--- src/rtl/wrap_counter_pkg.sv ---
// Shared types and defaults for the wrap_counter modulo counter.
package wrap_counter_pkg;

    localparam int unsigned WRAP_COUNTER_WIDTH_DEFAULT = 8;

    typedef logic [WRAP_COUNTER_WIDTH_DEFAULT-1:0] count_t;

endpackage

--- src/rtl/wrap_counter.sv ---
// Free-running modulo counter 0..max with a runtime bound; output is the register itself.
// Define WRAP_COUNTER_ENABLE_EN to add a count-enable input that also gates the wrap flag.
module wrap_counter
    import wrap_counter_pkg::*;
#(
    parameter int unsigned WIDTH = WRAP_COUNTER_WIDTH_DEFAULT
) (
    input  logic             _m_clk,
    input  logic             _m_rst_n,
    input  logic [WIDTH-1:0] _m_max,
`ifdef WRAP_COUNTER_ENABLE_EN
    input  logic             _m_en,
`endif
    output logic [WIDTH-1:0] __output,
    output logic             __wrap
);

    logic [WIDTH-1:0] count_q;
    logic [WIDTH-1:0] count_d;
    logic             at_max;
    logic             advance;

    // >= rather than == so a lowered bound snaps straight back to 0.
    assign at_max = (count_q >= _m_max);

`ifdef WRAP_COUNTER_ENABLE_EN
    assign advance = _m_en;
`else
    assign advance = 1'b1;
`endif

    always_comb begin
        count_d = count_q;
        if (advance) begin
            count_d = at_max ? '0 : count_q + WIDTH'(1);
        end
    end

    always_ff @(posedge _m_clk or negedge _m_rst_n) begin
        if (!_m_rst_n) begin
            count_q <= '0;
        end else begin
            count_q <= count_d;
        end
    end

    assign __output = count_q;
    assign __wrap   = advance && at_max;

endmodule

--- config.mk ---
export PLATFORM = sky130hd
export DESIGN_NAME = wrap_counter
export DESIGN_NICKNAME = d
export VERILOG_FILES = /design/src/rtl/wrap_counter_pkg.sv /design/src/rtl/wrap_counter.sv
export SDC_FILE = /design/constraint.sdc
export NUM_CORES = 1
export LEC_CHECK = 0
export CAP_MARGIN = 20
export CORE_AREA = 2 2 39 41
export DETAILED_ROUTE_END_ITERATION = 8
export DIE_AREA = 0 0 41 43
export GPL_TIMING_DRIVEN = 1
export PLACE_DENSITY = 0.74
export SYNTH_ARGS = -nofsm -noshare
export SYNTH_HDL_FRONTEND = slang
export SYNTH_SLANG_ARGS = --single-unit
--- constraint.sdc ---
create_clock -name _m_clk -period 2.1 [get_ports _m_clk]
set_input_delay 0.42 -clock _m_clk [delete_from_list [all_inputs] [get_ports _m_clk]]
set_output_delay 0.42 -clock _m_clk [all_outputs]
set_load 0.02 [all_outputs]
==> flow_summary.yaml <==
sta:
  finalClockSkew_ns: 0.00502
  rsz0062_at_grt: "yes"
  fin_crit_ns: 2.09
  period_share: 0.995
  fmax_mhz: 478
  setup_violations: 0
  drv_slew: 0
  setup_ws_ns: 0.00999
  tightest_slew_ns: 0.358
  slew_headroom: 0.761
  hold_viol: 0
global_route:
  grt.total_usage: 0.182
  antenna_found_initial: 0
  grt_start_max_net_pins: 9
  grt_pass1_wl_mm: 2.13
  grt_pass1_vias: 507
  overflow: 0
critical_path:
  crit_arrival_ns: 1.67
  crit_path_max_incr_delay_ns: 0.46
  crit_slowest_cell: "clkdlybuf4s50_1"
  crit_chain: "clkdlybuf4s50_1 > inv_1 > ha_1 > a221oi_4 > o21ai_2 > buf_6"
  critPathMaxFanout: 2
  worstReg2RegStart: "__output[5]"
  worstSetupPathType: "input port to output pin"
  crit_family: "buffers and inverters"
  required_ns: 1.68
  cp-start-kind: "input port"
  crit_path_end_kind: "output pin"
  crit_buf_inv: 3
  startpoint: "_m_max[4]"
clock_tree:
  clk_latency_ns: 0.25
  root_buffer: "clkbuf_4"
  htree_levels: 1
  cts_tree: "done"
  cts_sinks: 8
  cts_buffers: 3
  clockBufferDepth: 2
  ctsHoldBuffers: 0
  path_clk_slew_ns: 0.06
placement:
  post-dp-hpwl_mm: 1.01
  pre_cts_ws_ns: -0.691
  dp.cells: 99
  gp_congestion: 0.742
  port-buffer-count: 18
detailed_routing:
  drc: 0
  first_pass_iters: 4
  wire_per_inst_um: 13.8
  initialDrtViolationCount: 11
  vias: 507
  ant_nets: 0
  routed_wl_mm: 1.44
  viasPerCell: 4.83
power_and_ir_drop:
  p_leak_nw: 0.474
  p_per_area_mw_per_mm2: 1200
  total_power_mw: 1.12
  ir_worst_vdd_v: 0.000595
synth:
  synth.area.top_cells: "dfrtp_1 36%, ha_1 20%, xor2_1 6.3%, inv_1 6.1%, nor2_1 5.4%"
  synthTopCellsByCount: "9 x ha_1, 9 x inv_1, 8 x dfrtp_1, 8 x nor2_1"
  yosys.area.top_type: "dfrtp_1"
  synth_seq_cells: 8
  synthFlopType: "dfrtp_1"
  synth_area_um2: 556
  yosysSeqAreaShare: 0.360
  syn_nets: 73
  async_reset_ff_frac: 1.00
  ys_warn_count: 0
  synth_enable_flop_cells: 0
  yosysUniqueCellTypes: 15
  synthCells: 54
  synth_top_cell_area_share: 0.360
  avgSynthCellArea_um2: 10.3
die:
  start_util: 0.401
  die-area_mm2: 0.00176
  chipWidth_um: 41
  die_h_um: 43
  core_area_mm2: 0.00138
  io_pins: 19
  rows: 14
cells_and_area:
  drive_gt1_frac: 0.326
  layout.nets: 110
  stdcell_count: 105
  area.growth.synth_to_final_pct: 67.3
  n_antenna_cell: 0
  largest_reg_flops: 8
run_status:
  status: "finished, final reports clean"
run:
  drv_cap: 0
worst_hold_path:
  hp-class: "input port to async pin"
-- through the flow --
stage	util	setup TNS, ns	hold slack (ns)	cell area [um2]
floorplan	-	0	0.124	556
global placement	0.606	-0.736	0.539	838
detailed placement	0.606	-1.21	0.538	838
CTS	0.664	0	0.448	918
global route	0.672	-0.0472	0.480	930
finish	0.672	0	0.442	930
-- cell families after synthesis --
kind of cell             synth area share
XOR/XNOR                           0.0946
flip-flops                          0.360
buffers and inverters              0.0608
AND/OR/NAND/NOR                     0.149
adder cells (fa/ha/maj)             0.203
AO/OA/AOI/OAI                       0.133
-- routing by layer --
layer | routed length [um] | GRT usage | vias to the layer above
li1 | - | - | 252
met1 | 610 | 0.209 | 238
met2 | 756 | 0.334 | 15
met3 | 71 | 0.00524 | 2
met4 | 6 | 0.0600 | 0
met5 | 0 | 0 | -
-- area by class of cell --
| class | count | area [um2] |
|---|---|---|
| multi-input combinational | 37 | 375 |
| fill | 101 | 454 |
| clock buffer | 3 | 22.5 |
| inverter | 9 | 33.8 |
| timing repair buffer | 32 | 278 |
| tap | 16 | 20.0 |
| sequential | 8 | 200 |
-- worst paths after layout --
| kind | end | slack [ns] | depth (start not counted) |
|---|---|---|---|
| worst max-delay path | __wrap | 0.01 | 6 |
| worst min-delay path | __output[5] | 0.44 | 1 |
| worst max register to register | __output[2] | 0.06 | 9 |
| worst min register to register | __output[0] | 0.55 | 2 |
| max in group asynchronous | __output[2] | 1.39 | 1 |
| min in group _m_clk | __output[0] | 0.55 | 2 |
-- cells in the final DEF, fill, tap and decap left out, drive strengths merged, types with 2 or more instances in the layout --
cell type,n
xnor2,2
ha,9
dfrtp,8
nor2,8
nand3,4
and3,3
inv,9
buf,15
clkdlybuf4s50,10
xor2,4
dlygate4sd2,7
clkbuf,3
-- power by group --
part	leakage, nW	switching [mW]	total, mW	internal [mW]
Clock	0.0138	0.0505	0.116	0.0653
Combinational	0.358	0.346	0.742	0.396
Sequential	0.102	0.0455	0.261	0.215
Total	0.474	0.442	1.12	0.676
-- what timing repair did --
item	CTS	global route
setup endpoints to repair	1	1
gates resized for setup	20	1
pin swaps	11	2
setup buffers	3	0
Note: power is estimated with default switching activity, not from simulation.
